--- src/rtl/seg_scan_master.sv ---
// seg_scan_master
// Scan controller for the 7-segment/keypad decoder. Each frame shifts
// {column select, screen select, digit} out over SCK/MOSI/EN, waits for
// the decoder to latch it, then samples the key column on MISO. Four
// frames make a scan, and a complete scan updates the key vector.
//
// Build option: define SEG_SCAN_DEBOUNCE_EN to make key_state follow raw
// scans only after DEBOUNCE identical scans in a row. Without it, every
// completed scan is copied to key_state directly.
//
// Handshake note: this block has no valid/ready interface. The decoder
// shifts on SCK rising edges while EN is high and latches on EN falling.
// The host writes digits with a single-cycle digit_we strobe that is
// always accepted.

module seg_scan_master #(
    parameter int CLK_DIV  = 4,
    parameter int DEBOUNCE = 3
) (
    input  logic       clk,
    input  logic       rst,
    input  logic       scan_en,
    input  logic       digit_we,
    input  logic [1:0] digit_addr,
    input  logic [3:0] digit_data,
    input  logic       miso,
    output logic       sck,
    output logic       mosi,
    output logic       en,
    output logic [3:0] key_state,
    output logic       key_chg,
    output logic       busy,
    output logic [2:0] dbg_state
);

    // Phase counter covers the longest timed state (GAP, 2*CLK_DIV-1 cycles).
    localparam int DIVW = $clog2(2 * CLK_DIV) + 1;
    localparam logic [DIVW-1:0] SH_LAST  = DIVW'(CLK_DIV - 1);
    localparam logic [DIVW-1:0] GAP_LAST = DIVW'(2 * CLK_DIV - 2);

    typedef enum logic [2:0] {
        ST_IDLE     = 3'd0,
        ST_LOAD     = 3'd1,
        ST_SHIFT_LO = 3'd2,
        ST_SHIFT_HI = 3'd3,
        ST_GAP      = 3'd4,
        ST_SAMPLE   = 3'd5
    } state_t;

    // Empty marker block that only elaborates for an out-of-range
    // parameter set (both parameters must be at least 1).
    if (CLK_DIV < 1 || DEBOUNCE < 1) begin : g_param_out_of_range
    end

    state_t          r_state;
    state_t          w_next;
    logic [DIVW-1:0] r_div;
    logic [2:0]      r_bit;
    logic [7:0]      r_shift;
    logic [1:0]      r_frame;
    logic [3:0]      r_digit [4];
    logic [3:0]      r_raw;
    logic [3:0]      r_key_state;
    logic            r_key_chg;

    logic            w_div_sh_last;
    logic            w_div_gap_last;
    logic            w_enter_load;
    logic            w_bit_adv;
    logic [1:0]      w_load_frame;
    logic [7:0]      w_load_word;
    logic [3:0]      w_raw_new;
    logic            w_scan_done;
    logic            w_key_update;

    assign w_div_sh_last  = (r_div == SH_LAST);
    assign w_div_gap_last = (r_div == GAP_LAST);

    // State register.
    always_ff @(posedge clk or posedge rst) begin
        if (rst) begin
            r_state <= ST_IDLE;
        end else begin
            r_state <= w_next;
        end
    end

    // Next-state logic: LOAD, 8 x (SHIFT_LO, SHIFT_HI), GAP, SAMPLE.
    always_comb begin
        w_next = r_state;
        case (r_state)
            ST_IDLE:     if (scan_en) w_next = ST_LOAD;
            ST_LOAD:     w_next = ST_SHIFT_LO;
            ST_SHIFT_LO: if (w_div_sh_last) w_next = ST_SHIFT_HI;
            ST_SHIFT_HI: begin
                if (w_div_sh_last) begin
                    w_next = (r_bit == 3'd7) ? ST_GAP : ST_SHIFT_LO;
                end
            end
            ST_GAP:      if (w_div_gap_last) w_next = ST_SAMPLE;
            ST_SAMPLE:   w_next = scan_en ? ST_LOAD : ST_IDLE;
            default:     w_next = ST_IDLE;
        endcase
    end

    // Output decode: serial lines follow the state directly, so a reset
    // drops them as soon as the state register clears.
    always_comb begin
        sck  = (r_state == ST_SHIFT_HI);
        en   = (r_state == ST_LOAD) || (r_state == ST_SHIFT_LO) ||
               (r_state == ST_SHIFT_HI);
        mosi = en & r_shift[7];
        busy = (r_state != ST_IDLE);
    end

    assign dbg_state = r_state;
    assign key_state = r_key_state;
    assign key_chg   = r_key_chg;

    // Phase counter restarts on every state change and rests at 0 in IDLE.
    always_ff @(posedge clk or posedge rst) begin
        if (rst) begin
            r_div <= '0;
        end else if (r_state != w_next || r_state == ST_IDLE) begin
            r_div <= '0;
        end else begin
            r_div <= r_div + 1'b1;
        end
    end

    // The word is captured on the edge that enters LOAD, so its MSB is
    // already on mosi during the LOAD cycle. Coming from SAMPLE the frame
    // index advances on that same edge, hence the look-ahead index.
    assign w_enter_load = (w_next == ST_LOAD) && (r_state != ST_LOAD);
    assign w_bit_adv    = (r_state == ST_SHIFT_HI) && (w_next == ST_SHIFT_LO);
    assign w_load_frame = (r_state == ST_SAMPLE) ? (r_frame + 2'd1) : r_frame;
    assign w_load_word  = {w_load_frame, w_load_frame, r_digit[w_load_frame]};

    // Shift register and bit counter: new bit goes out as sck falls.
    always_ff @(posedge clk or posedge rst) begin
        if (rst) begin
            r_shift <= '0;
            r_bit   <= '0;
        end else if (w_enter_load) begin
            r_shift <= w_load_word;
            r_bit   <= '0;
        end else if (w_bit_adv) begin
            r_shift <= {r_shift[6:0], 1'b0};
            r_bit   <= r_bit + 3'd1;
        end
    end

    // Frame index advances after each SAMPLE and wraps 3 -> 0.
    always_ff @(posedge clk or posedge rst) begin
        if (rst) begin
            r_frame <= '0;
        end else if (r_state == ST_SAMPLE) begin
            r_frame <= r_frame + 2'd1;
        end
    end

    // Digit registers accept host writes at any time.
    always_ff @(posedge clk or posedge rst) begin
        if (rst) begin
            for (int i = 0; i < 4; i++) begin
                r_digit[i] <= '0;
            end
        end else if (digit_we) begin
            r_digit[digit_addr] <= digit_data;
        end
    end

    // Raw key vector with the column of the current frame replaced.
    always_comb begin
        w_raw_new          = r_raw;
        w_raw_new[r_frame] = ~miso;
    end

    assign w_scan_done = (r_state == ST_SAMPLE) && (r_frame == 2'd3);

    // Raw key capture: MISO is low when the selected column is pressed.
    always_ff @(posedge clk or posedge rst) begin
        if (rst) begin
            r_raw <= '0;
        end else if (r_state == ST_SAMPLE) begin
            r_raw <= w_raw_new;
        end
    end

`ifdef SEG_SCAN_DEBOUNCE_EN
    localparam int DBW = (DEBOUNCE < 1) ? 1 : $clog2(DEBOUNCE + 1);
    localparam logic [DBW-1:0] DB_MAX = DBW'(DEBOUNCE);

    logic [3:0]     r_prev_raw;
    logic [DBW-1:0] r_db_cnt;
    logic [DBW-1:0] w_db_cnt_nxt;

    // Run-length of identical scans, saturating at DEBOUNCE.
    always_comb begin
        w_db_cnt_nxt = DBW'(1);
        if (w_raw_new == r_prev_raw) begin
            w_db_cnt_nxt = (r_db_cnt == DB_MAX) ? r_db_cnt : (r_db_cnt + 1'b1);
        end
    end

    // Debounce history, updated once per complete scan.
    always_ff @(posedge clk or posedge rst) begin
        if (rst) begin
            r_prev_raw <= '0;
            r_db_cnt   <= '0;
        end else if (w_scan_done) begin
            r_prev_raw <= w_raw_new;
            r_db_cnt   <= w_db_cnt_nxt;
        end
    end

    assign w_key_update = w_scan_done && (w_db_cnt_nxt == DB_MAX) &&
                          (w_raw_new != r_key_state);
`else
    assign w_key_update = w_scan_done && (w_raw_new != r_key_state);
`endif

    // Key vector and its one-cycle change pulse.
    always_ff @(posedge clk or posedge rst) begin
        if (rst) begin
            r_key_state <= '0;
            r_key_chg   <= 1'b0;
        end else begin
            r_key_chg <= 1'b0;
            if (w_key_update) begin
                r_key_state <= w_raw_new;
                r_key_chg   <= 1'b1;
            end
        end
    end

endmodule

--- config.mk ---
export PLATFORM = sky130hd
export DESIGN_NAME = seg_scan_master
export DESIGN_NICKNAME = d
export VERILOG_FILES = /design/src/rtl/seg_scan_master.sv
export SDC_FILE = /design/constraint.sdc
export NUM_CORES = 1
export LEC_CHECK = 0
export CORE_AREA = 5 5 78 80
export DETAILED_ROUTE_END_ITERATION = 10
export DIE_AREA = 0 0 83 85
export GPL_TIMING_DRIVEN = 0
export PLACE_DENSITY = 0.73
export SLEW_MARGIN = 20
export SYNTH_ARGS = -nofsm -noshare
export SYNTH_HDL_FRONTEND = slang
export SYNTH_SLANG_ARGS = --single-unit
--- constraint.sdc ---
create_clock -name clk -period 5.7 [get_ports clk]
set_clock_uncertainty 0.05 [all_clocks]
set_input_delay 1.71 -clock clk [delete_from_list [all_inputs] [get_ports clk]]
set_output_delay 1.71 -clock clk [all_outputs]
set_load 0.01 [all_outputs]
==> impl_results.md <==
- Share of cells above drive strength 1: 17.5%
- RR Endpoint: r_shift[3]$_DFFE_PP0P_
- Drt drc: 0
- Crit path time final: 3.59 ns
- GPL Wtd Cong: 0.778
- Synth cell count leaders: dfrtp_1, mux2_2, nand2_1
- Status: finished, final reports clean
- Distinct cell type count of the synthesized netlist: 48
- Dpl cell area: 2630 um^2
- Synthesized Nets: 217
- Chip height: 85 um
- Postcts setup bufs: 0
- Crit start category: flop
- TritonRoute pass-1 iters: 4
- Wire length on met3: 136 um
- Via-to-Cell Ratio: 5.22
- HP Start: r_div[0]$_DFF_PP0_
- Register-to-register setup slack: 2.99 ns
- Routed len/inst: 14.1 um
- Initial Utilization: 43.0%
- Count leader, synth: dfrtp_1
- Worst-path maximum fanout: 10
- Reg2reg start: r_frame[0]$_DFF_PP0_
- RSZ-0062 raised after global routing: false
- Core area: 5340 um^2
- Syn. warnings: 0
- Seq/Total Area, Yosys: 49.0%
- CP Data Arrival Time: 1.83 ns
- Ys async rst share: 100%
- Leakage: 1.17 nW
- Slowest stage cell, crit path: clkdlybuf4s50_1
- CTS sink count: 45
- Clock transition at path regs: 0.08 ns
- Largest net degree at the start of global routing: 33
- Cell row count: 27
- Critical Path RT: 3.94 ns
- Dpl hpwl: 3220 um
- Synth top area share: 49.0%
- Grt total ovfl: 0
- CTS tree: done
- Worst Setup End Kind: output pin
- Final worst path period share: 63.0%
- Cell count after synthesis: 198
- Root Driver: clkbuf_8
- Fin. max-slew vios: 0
- Met2 WL post-DR: 1940 um
- Hold_ws: 0.445 ns
- Number of synthesized register bits: 45
- Area contributors post-synth: dfrtp_1, mux2_2, mux2i_1, ha_1, nand2_1
- Max-slew headroom: 55.7%
- Die ar.: 7060 um^2
- Worst path cell trace: buf_2, nor2_1, nor2_1, and2_1, clkdlybuf4s50_1
- Area Growth Syn to Fin: 18.8%
- R2R cell count: 8
- Final core occ: 51.1%
- Final ANT Viol Nets: 0
- Area leader, netlist: dfrtp_1
- Setup_tns: 0 ns
- Final WL: 4250 um
- Worst slew pin tran: 0.662 ns
- Antenna cells: 0
- Worst hold path class: flop to flop
- Total clock buffers created by CTS: 5
- Setup WS pre-CTS: 2.28 ns
- Peak VDD IR: 0.193 mV
- Total Routing Usage GR: 13.0%
- Vias post-DR: 1572
- Worst hold path depth: 1
- Cell area after synthesis: 2300 um^2
- Kind of critical path: flop to output pin
- Worst Slack Setup Final: 2.11 ns
- Hold endpoint: r_div[0]$_DFF_PP0_
- H-tree levels: 2
- Global-route wire length before repair: 7440 um
- Max cap viols: 0
- Critical Path Max Stage Delay: 0.52 ns
- I/O Buffers: 22
- Starting DRC count in detailed routing: 38
- DRT met1 WL: 2090 um
- Final setup vio count: 0
- # resized after CTS: 0
- Initial antenna violation count: 0
- Final Hold Viols: 0
- Clock Path Buffers: 2
- Finished Cell Area: 2730 um^2
- Dominant synthesized flop cell: dfrtp_1
- Final Net Count: 247
- Vias in the first global route: 1569
- Pwr dens: 325 nW/um^2
- Critical path's most frequent cell: nor2_1
- # IOs: 23
- Chip width: 83 um
- CTS Hold Bufs: 0
- Post-synth EDFFs: 0
- Worst skew pair latency: 0.30 ns
- Top sig layer: met4
- FMAX: 278 MHz
- Syn avg cell area: 11.6 um^2
[kinds of logic (layout without fill, tap and decap cells)]
logic type | after synthesis | after routing | share of synthesized area, %
compound gates | 37 | 37 | 11.7
xor+xnor | 10 | 10 | 4.14
fa+ha+maj | 8 | 8 | 4.36
buf+inv | 14 | 45 | 2.89
flops | 45 | 45 | 49.0
mux | 32 | 32 | 15.6
simple gates | 52 | 52 | 12.3
[sequential cells by signal, indices dropped and copies added, names as in the netlist]
register   cells
dbg_state      3
key_chg        1
key_state      4
r_bit          3
r_digit       16
r_div          4
r_frame        2
r_raw          4
r_shift        8
[power breakdown]
group	total, mW	switching [mW]	internal, mW
Clock	0.215	0.106	0.110
Combinational	0.231	0.105	0.126
Sequential	0.439	0.0482	0.391
Total	0.886	0.259	0.627
[final cells by class]
class | instances | area [um^2]
multi-input combinational | 139 | 1100
buffer | 8 | 43.8
clock buffer | 7 | 96.3
inverter | 6 | 22.5
clock inverter | 1 | 5.00
tap | 72 | 90.1
fill | 522 | 2610
timing repair buffer | 23 | 240
sequential | 45 | 1130
[routing by layer]
metal | global-route usage (%) | up-vias
li1 | - | 776
met1 | 17.7 | 766
met2 | 19.8 | 23
met3 | 2.82 | 7
met4 | 5.79 | 0
met5 | 0 | -
[worst max-delay path: cells and delay by family, from the launching register on]
family / cells / cell delay [ns]
AND/OR/NAND/NOR: 3 / 0.38
buffers and inverters: 2 / 0.76
flip-flops: 1 / 0.39
[through the flow]
step / cells / power [mW]
CTS: 301 / 0.897
global route: 301 / 0.945
global placement: 292 / 0.664
floorplan: 198 / 0.601
detailed placement: 293 / 0.679
finish: 301 / 0.886
[placed cells by master (no fill, tap or decap), types with 3 or more instances in the layout]
cell,Yosys,routed
nor3_1,3,3
clkbuf_1,3,3
xor2_1,6,6
clkdlybuf4s50_1,0,22
nand3_1,3,3
o21ai_0,12,12
mux2_2,17,17
buf_4,3,3
nand2_1,17,17
ha_1,8,8
a221o_1,5,5
inv_1,6,5
xnor2_1,3,3
mux2i_1,13,13
clkbuf_8,0,7
nor2_1,8,8
dfrtp_1,45,45
a21oi_1,5,5
[worst max-delay path by stage]
stage	startpoint	endpoint	slack, ns	depth (start not counted)
2_1_floorplan	dbg_state[0]$_DFF_PP0_	mosi	2.83	4
3_3_place_gp	rst	r_digit[13]$_DFFE_PP0P_	1.97	2
3_5_place_dp	digit_we	r_digit[15]$_DFFE_PP0P_	2.28	3
4_1_cts	dbg_state[0]$_DFF_PP0_	mosi	2.08	5
5_1_grt	dbg_state[0]$_DFF_PP0_	mosi	1.98	5
6_report	dbg_state[0]$_DFF_PP0_	mosi	2.11	5
(Power assumes the default switching activity.)
